==> config.mk <==
export PLATFORM = sky130hd
export DESIGN_NAME = jpeg_block_pingpong_ctrl
export DESIGN_NICKNAME = d
export VERILOG_FILES = /design/src/rtl/jpeg_block_pingpong_ctrl.sv
export SDC_FILE = /design/constraint.sdc
export NUM_CORES = 1
export LEC_CHECK = 0
export ABC_AREA = 1
export BUFFER_PORTS_ARGS = -buffer_cell sky130_fd_sc_hd__buf_2
export CORE_MARGIN = 2
export CORE_UTILIZATION = 51
export DETAILED_ROUTE_END_ITERATION = 8
export PLACE_DENSITY = 0.79
export REMOVE_ABC_BUFFERS = 1
export SETUP_SLACK_MARGIN = 0.5
export SLEW_MARGIN = 15
export SYNTH_ARGS = -nofsm -noshare
export SYNTH_HDL_FRONTEND = slang
export SYNTH_SLANG_ARGS = --single-unit
==> constraint.sdc <==
create_clock -name clock -period 1.6 [get_ports clock]
set_input_delay 0.24 -clock clock [delete_from_list [all_inputs] [get_ports clock]]
set_output_delay 0.24 -clock clock [all_outputs]
set_load 0.02 [all_outputs]
==> src/rtl/jpeg_block_pingpong_ctrl.sv <==
// jpeg_block_pingpong_ctrl
//
// Ping-pong controller for two DEPTH-entry pixel block buffers in the JPEG
// encoder front end. A raster pixel stream is written into one bank while
// the other bank is read by the DCT stage. The upstream stream stalls only
// when both banks hold blocks that the consumer has not yet freed.
//
// Parameters
//   DATA_WIDTH  pixel/sample width
//   DEPTH       samples per block (power of two)
//   CNT_WIDTH   width of the completed-block counter
//
// Ports
//   clock        single clock, all state changes on its rising edge
//   reset_n      asynchronous active-low reset
//   pix_valid    upstream pixel valid
//   pix_data     upstream pixel value
//   pix_ready    controller can accept a pixel this cycle
//   bank0_wr_en  1-pixel write enable of bank 0
//   bank1_wr_en  1-pixel write enable of bank 1
//   wr_data      write data shared by both banks (equals pix_data)
//   blk_valid    a complete block is available in bank blk_bank
//   blk_bank     bank index the consumer must read
//   blk_ready    consumer is done with bank blk_bank, frees it
//   occupancy    number of banks currently FULL (0..2)
//   blk_cnt      blocks released to the consumer since reset, wraps

module jpeg_block_pingpong_ctrl #(
    parameter int DATA_WIDTH = 10,
    parameter int DEPTH      = 64,
    parameter int CNT_WIDTH  = 16
) (
    input  logic                  clock,
    input  logic                  reset_n,
    input  logic                  pix_valid,
    input  logic [DATA_WIDTH-1:0] pix_data,
    output logic                  pix_ready,
    output logic                  bank0_wr_en,
    output logic                  bank1_wr_en,
    output logic [DATA_WIDTH-1:0] wr_data,
    output logic                  blk_valid,
    output logic                  blk_bank,
    input  logic                  blk_ready,
    output logic [1:0]            occupancy,
    output logic [CNT_WIDTH-1:0]  blk_cnt
);

    localparam int               PIX_W    = $clog2(DEPTH);
    localparam logic [PIX_W-1:0] LAST_PIX = PIX_W'(DEPTH - 1);

    // A bank is either being filled (or empty) or holds a complete block
    // waiting for the consumer.
    typedef enum logic {
        BANK_FILLING = 1'b0,
        BANK_FULL    = 1'b1
    } bank_state_e;

    bank_state_e            bank0_q, bank0_d;
    bank_state_e            bank1_q, bank1_d;
    logic                   wr_bank_q, wr_bank_d;
    logic                   rd_bank_q, rd_bank_d;
    logic [PIX_W-1:0]       pix_cnt_q, pix_cnt_d;
    logic [CNT_WIDTH-1:0]   blk_cnt_q, blk_cnt_d;

    logic                   wr_bank_full;
    logic                   rd_bank_full;
    logic                   accept;
    logic                   fill_done;
    logic                   rel_evt;

    // Handshake decode. Ready depends only on registered state, so a bank
    // that is freed this cycle cannot also be written this cycle.
    always_comb begin
        wr_bank_full = wr_bank_q ? (bank1_q == BANK_FULL) : (bank0_q == BANK_FULL);
        rd_bank_full = rd_bank_q ? (bank1_q == BANK_FULL) : (bank0_q == BANK_FULL);
        pix_ready    = !wr_bank_full;
        accept       = pix_valid & pix_ready;
        fill_done    = accept & (pix_cnt_q == LAST_PIX);
        rel_evt      = rd_bank_full & blk_ready;
    end

    // Next-state logic. A fill completion and a release in the same cycle
    // always hit different banks (the write bank of a pending release is
    // FULL and therefore not accepting), so both updates can be applied
    // independently.
    always_comb begin
        bank0_d   = bank0_q;
        bank1_d   = bank1_q;
        wr_bank_d = wr_bank_q;
        rd_bank_d = rd_bank_q;
        pix_cnt_d = pix_cnt_q;
        blk_cnt_d = blk_cnt_q;

        if (accept) begin
            pix_cnt_d = pix_cnt_q + 1'b1;
        end

        if (fill_done) begin
            pix_cnt_d = '0;
            wr_bank_d = ~wr_bank_q;
            if (wr_bank_q) begin
                bank1_d = BANK_FULL;
            end else begin
                bank0_d = BANK_FULL;
            end
        end

        if (rel_evt) begin
            rd_bank_d = ~rd_bank_q;
            blk_cnt_d = blk_cnt_q + 1'b1;
            if (rd_bank_q) begin
                bank1_d = BANK_FILLING;
            end else begin
                bank0_d = BANK_FILLING;
            end
        end
    end

    // State registers. Reset drops any partial block and any FULL banks so
    // the next pixel lands in bank 0 at index 0, matching the banks' own
    // write indices which share this reset.
    always_ff @(posedge clock or negedge reset_n) begin
        if (!reset_n) begin
            bank0_q   <= BANK_FILLING;
            bank1_q   <= BANK_FILLING;
            wr_bank_q <= 1'b0;
            rd_bank_q <= 1'b0;
            pix_cnt_q <= '0;
            blk_cnt_q <= '0;
        end else begin
            bank0_q   <= bank0_d;
            bank1_q   <= bank1_d;
            wr_bank_q <= wr_bank_d;
            rd_bank_q <= rd_bank_d;
            pix_cnt_q <= pix_cnt_d;
            blk_cnt_q <= blk_cnt_d;
        end
    end

    // Bank write steering and consumer-side outputs.
    always_comb begin
        bank0_wr_en = accept & (wr_bank_q == 1'b0);
        bank1_wr_en = accept & (wr_bank_q == 1'b1);
        wr_data     = pix_data;
        blk_valid   = rd_bank_full;
        blk_bank    = rd_bank_q;
        occupancy   = {1'b0, bank0_q == BANK_FULL} + {1'b0, bank1_q == BANK_FULL};
        blk_cnt     = blk_cnt_q;
    end

endmodule

Word level (Yosys, flattened, before mapping):

Index checks and enable logic that the tools add are counted.

* memory bits (writable): 0
* latch bits: 0
* ROM bits: 0
* bits in registers: 26
* memories: 0

* multiply operators: 0
* magnitude comparators: 0
* bitwise logic cells: 7
* add/sub/neg operators: 3
* shift-type cells: 0
* equal/unequal tests: 1
* muxes and demuxes: 12
* reduce and logical (&&, ||, !) cells: 2
* div/mod/pow operators: 0

Operators with widths (count)
* 16-bit by 1-bit adder with 16-bit output, second input constant: 1
* 6-bit 2-to-1 mux: 2
* 1-bit 2-to-1 mux: 10
* 6-bit by 1-bit adder with 6-bit output, second input constant: 1
* 6-bit == test, second input constant: 1
* 1-bit AND: 5
* 1-bit by 1-bit adder with 2-bit output: 1
* 1-bit inverter: 2
* 2-bit nonzero test: 1
* 1-bit zero test: 1

Depth between registers and ports, before layout:

* word-level depth: 7
* gate-level depth with buffers: 9

Worst setup path before layout:

Ideal clock, no wire load.

* kind: register to output
* from: register wr_bank_q
* to: output bank0_wr_en
* cell stages (with the launch flop): 7
* slack: 0.208 ns
* arrival: 1.152 ns
* required time: 1.360 ns
* buffers on the path: 1
* path through: dfrtp_1 > inv_1 > nand2_1 > nand2_2 > nand2_2 > buf_6 > nor2_1

* word-level cells in the longest chain between the ends: 4

Ends and longest elaborated chain
* from (decl): line 60 `logic wr_bank_q, wr_bank_d;`
* from (signal assigned): line 133 `wr_bank_q <= wr_bank_d;`
* 1-bit 2-to-1 mux: line 74 `wr_bank_full = wr_bank_q ? (bank1_q == BANK_FULL) : (bank0_q == BANK_FULL);`
* 1-bit zero test: line 76 `pix_ready = !wr_bank_full;`
* via pix_ready: line 37 `output logic pix_ready,`
* 1-bit AND: line 77 `accept = pix_valid & pix_ready;`
* 1-bit AND: line 142 `bank0_wr_en = accept & (wr_bank_q == 1'b0);`
* to (decl): line 38 `output logic bank0_wr_en,`

The timed path passes the listed nets, and every way through them passes these cells.

Worst setup path in the final report:

* from: register wr_bank_q
* to: register bank1_q

* word-level cells in the longest chain between the ends: 7

Ends and longest elaborated chain
* 1-bit 2-to-1 mux: line 74
* 1-bit zero test: line 76
* 1-bit AND: line 77
* 1-bit AND: line 78 `fill_done = accept & (pix_cnt_q == LAST_PIX);`
* 1-bit 2-to-1 mux *: line 98 `if (fill_done) begin`
* 1-bit 2-to-1 mux: line 111 `if (rd_bank_q) begin`
* 1-bit 2-to-1 mux *: line 108 `if (rel_evt) begin`
* via bank1_d: line 59 `bank_state_e bank1_q, bank1_d;`
* to (signal assigned): line 132 `bank1_q <= bank1_d;`
* to (decl): line 59

Mark *: on every way through the listed nets, which the timed path passes. The rest lies on a longest branch.
A chain may end at the register's enable or synchronous reset.

==> impl_metrics.yaml <==
synth:
  yosys_register_bits: 26
  synth_xor_xnor_area_share_pct: 5.60
  synth_edf_count: 0
  yosys.area.top_type: "dfrtp_1"
  synthArstFlopShare_pct: 100
  synth_top_family_by_area: "simple AND/OR/NAND/NOR gates"
  yosysWarnings: 0
  synthTopCellsByArea: "dfrtp_1 42%, nand2_1 17%, inv_1 5.3%"
  synth_common_cells: "71 x nand2_1, 26 x dfrtp_1, 22 x inv_1, 17 x nor2_1, 11 x nand3_1"
  synth.most_common_cell: "nand2_1"
  syn_inst: 202
  synth_compound_area_share_pct: 2.72
  synth_simple_gate_area_share_pct: 35.9
  yosys.cell_types.count: 21
  syn-mean-instance-area_um2: 7.74
  yosys-mux-area-fraction_pct: 0
  synth_top_flop_cell: "dfrtp_1"
  synthAdderAreaFrac_pct: 2.40
  synth_top_area_share_pct: 41.6
  ys_seq_area_share_pct: 41.6
  synthesis.area_um2: 1560
run_status:
  status: "finished clean"
cells_and_area:
  antennaDiodeCount: 0
  postLayoutCoreUtil_pct: 82.1
  fin_area_um2: 2450
  drive_gt1_share_pct: 49.6
  nets: 286
  area_growth_pct: 56.5
global_route:
  grt_max_degree: 27
  gr-usage-met1_pct: 31.2
  grt_antenna_before_repair: 0
  grt.busiest_layer: "met2"
  grt_first_pass_wirelength_um: 6870
  use_met2_pct: 44.1
  grt_use_total_pct: 26.3
  grt_pass1_vias: 1579
  use_met3_pct: 5.90
  grt_overflow: 0
sta:
  setup_tns_ns: 0
  setup_violations: 0
  slew_violations: 0
  fmax_mhz: 631
  holdWs_ns: 0.386
  min_period_ns: 1.58
  slew_headroom_pct: 59.6
  fin_crit_sh_pct: 99.0
  clock_skew_ns: 0.00433
  worst_slew_pin_slew_ns: 0.606
  hold_viol: 0
  rsz0062_at_grt: "yes"
setup_path:
  cp-start-kind: "register"
  r2r_slack_ns: 0.02
  crit_type: "register to register"
  arrival_ns: 1.85
  critPathRequiredTime_ns: 1.87
  r2r_start: "wr_bank_q"
  crit_path_end_kind: "register"
  crit_fanout: 4
  r2r_end: "bank1_q"
  r2r_cells: 10
floorplan:
  rows: 20
  die_w_um: 59.4
  die_y_um: 59.4
  ios: 47
  start_util_pct: 52.5
  core-area_um2: 2980
  die_area_um2: 3520
routing:
  routed_via_density: 5.57
  drt_pass1_iterations: 5
  postRouteWirelength_um: 5210
  vias: 1676
  drtIter0Drc: 219
  wire_per_inst_um: 17.3
  antenna_left: 0
  drc: 0
placed_design:
  port_buffers: 26
  gp_congestion: 0.877
  hpwlAfterDp_um: 2210
  place_area_um2: 1640
pwr:
  power_mw: 3.23
  powerDensity_nw_per_um2: 1320
  p_leak_nw: 1.19
  ir_drop_uv: 823
min_path:
  holdCritPathClass: "primary input to register"
  holdPathEnd: "blk_cnt[9]"
  hold_path_depth: 4
  hp-start: "blk_ready"
clocking:
  clock_latency_ns: 0.33
  numCtsBuffers: 3
  cts_root_buf: "clkbuf_4"
  clkTransAtPathRegs_ns: 0.15
  cts_max_level: 1
  cts_tree: "yes"
  cts.sinks: 26
  clock_path_buffers: 2
flow_run:
  drv_cap: 0
## critical path, cell delays in order, from the launching register on
cell     delay (ns)
dfrtp_2        0.47
inv_2          0.08
nand2_2        0.07
nand2_4        0.07
nand2_4        0.07
buf_4          0.14
buf_6          0.11
buf_8          0.13
nor2_4         0.15
nand2_2        0.08
a21oi_2        0.15
## power breakdown
group,internal (mW),switching (mW)
clock,0.139,0.209
sequential,0.818,0.193
combinational,0.959,0.910
## how the worst max path moves through the flow
stage / from / end / slack, ns
2_1_floorplan: blk_cnt[0] / blk_cnt[14] / 0.23
3_3_place_gp: wr_bank_q / bank1_wr_en / 0.29
3_5_place_dp: pix_cnt_q[0] / bank1_q / 0.25
4_1_cts: wr_bank_q / bank0_wr_en / 0.08
5_1_grt: wr_bank_q / bank1_q / -0.04
6_report: wr_bank_q / bank1_q / 0.02
## area by class of cell
class,instances,area (um2)
sequential,26,661
tap,33,41.3
clock buffer,4,36.3
fill,151,532
timing repair buffer,73,707
inverter,23,109
multi-input combinational,142,892
## metrics by stage
stage	worst slack, ns	instances
floorplan	0.230	190
global placement	0.285	249
detailed placement	0.247	249
CTS	0.0757	287
global route	-0.0450	301
finish	0.0161	301
## layout by cell type (no fill, tap or decap), types with 3 or more instances in the layout
cell type / synthesis / layout
nor2_2: 1 / 3
nand2_1: 71 / 56
inv_2: 1 / 4
o21ai_1: 0 / 4
dfrtp_2: 0 / 8
nand4_1: 5 / 5
nand2_4: 0 / 5
nand3b_1: 3 / 3
buf_4: 10 / 31
xor2_1: 7 / 7
clkbuf_4: 0 / 3
buf_6: 2 / 35
inv_1: 22 / 16
nor2_4: 6 / 11
nand2_2: 4 / 14
nor2_1: 17 / 10
dfrtp_1: 26 / 18
nand3_1: 11 / 9
buf_2: 0 / 3
## repair_timing
item | in CTS | in global routing
setup endpoints to repair | 48 | 49
cloned | 1 | 0
hold buffers | 1 | 0
pin swaps | 18 | 21
buffers inserted | 32 | 14
hold endpoints to repair | 26 | 0
gates resized for setup | 83 | 44
## cell families (layout without fill, tap and decap cells)
family                   after synthesis  in the layout
flip-flops                            26             26
XOR/XNOR                              10             10
AND/OR/NAND/NOR                      120            121
AO/OA/AOI/OAI                          8              8
adder cells (fa/ha/maj)                3              3
buffers and inverters                 35            100
## layer usage
metal  vias up  part of all wire [%]
li1        758                     -
met5         -                     0
met1       779                    37
met4         0                   4.8
met3        30                   6.8
met2       109                    51
## flip-flops by register name (all words and copies together) (netlist names)
register   count
blk_cnt       16
blk_bank       1
bank1_q        1
bank0_q        1
wr_bank_q      1
pix_cnt_q      6
No activity file was read; power rests on OpenSTA's default activity.
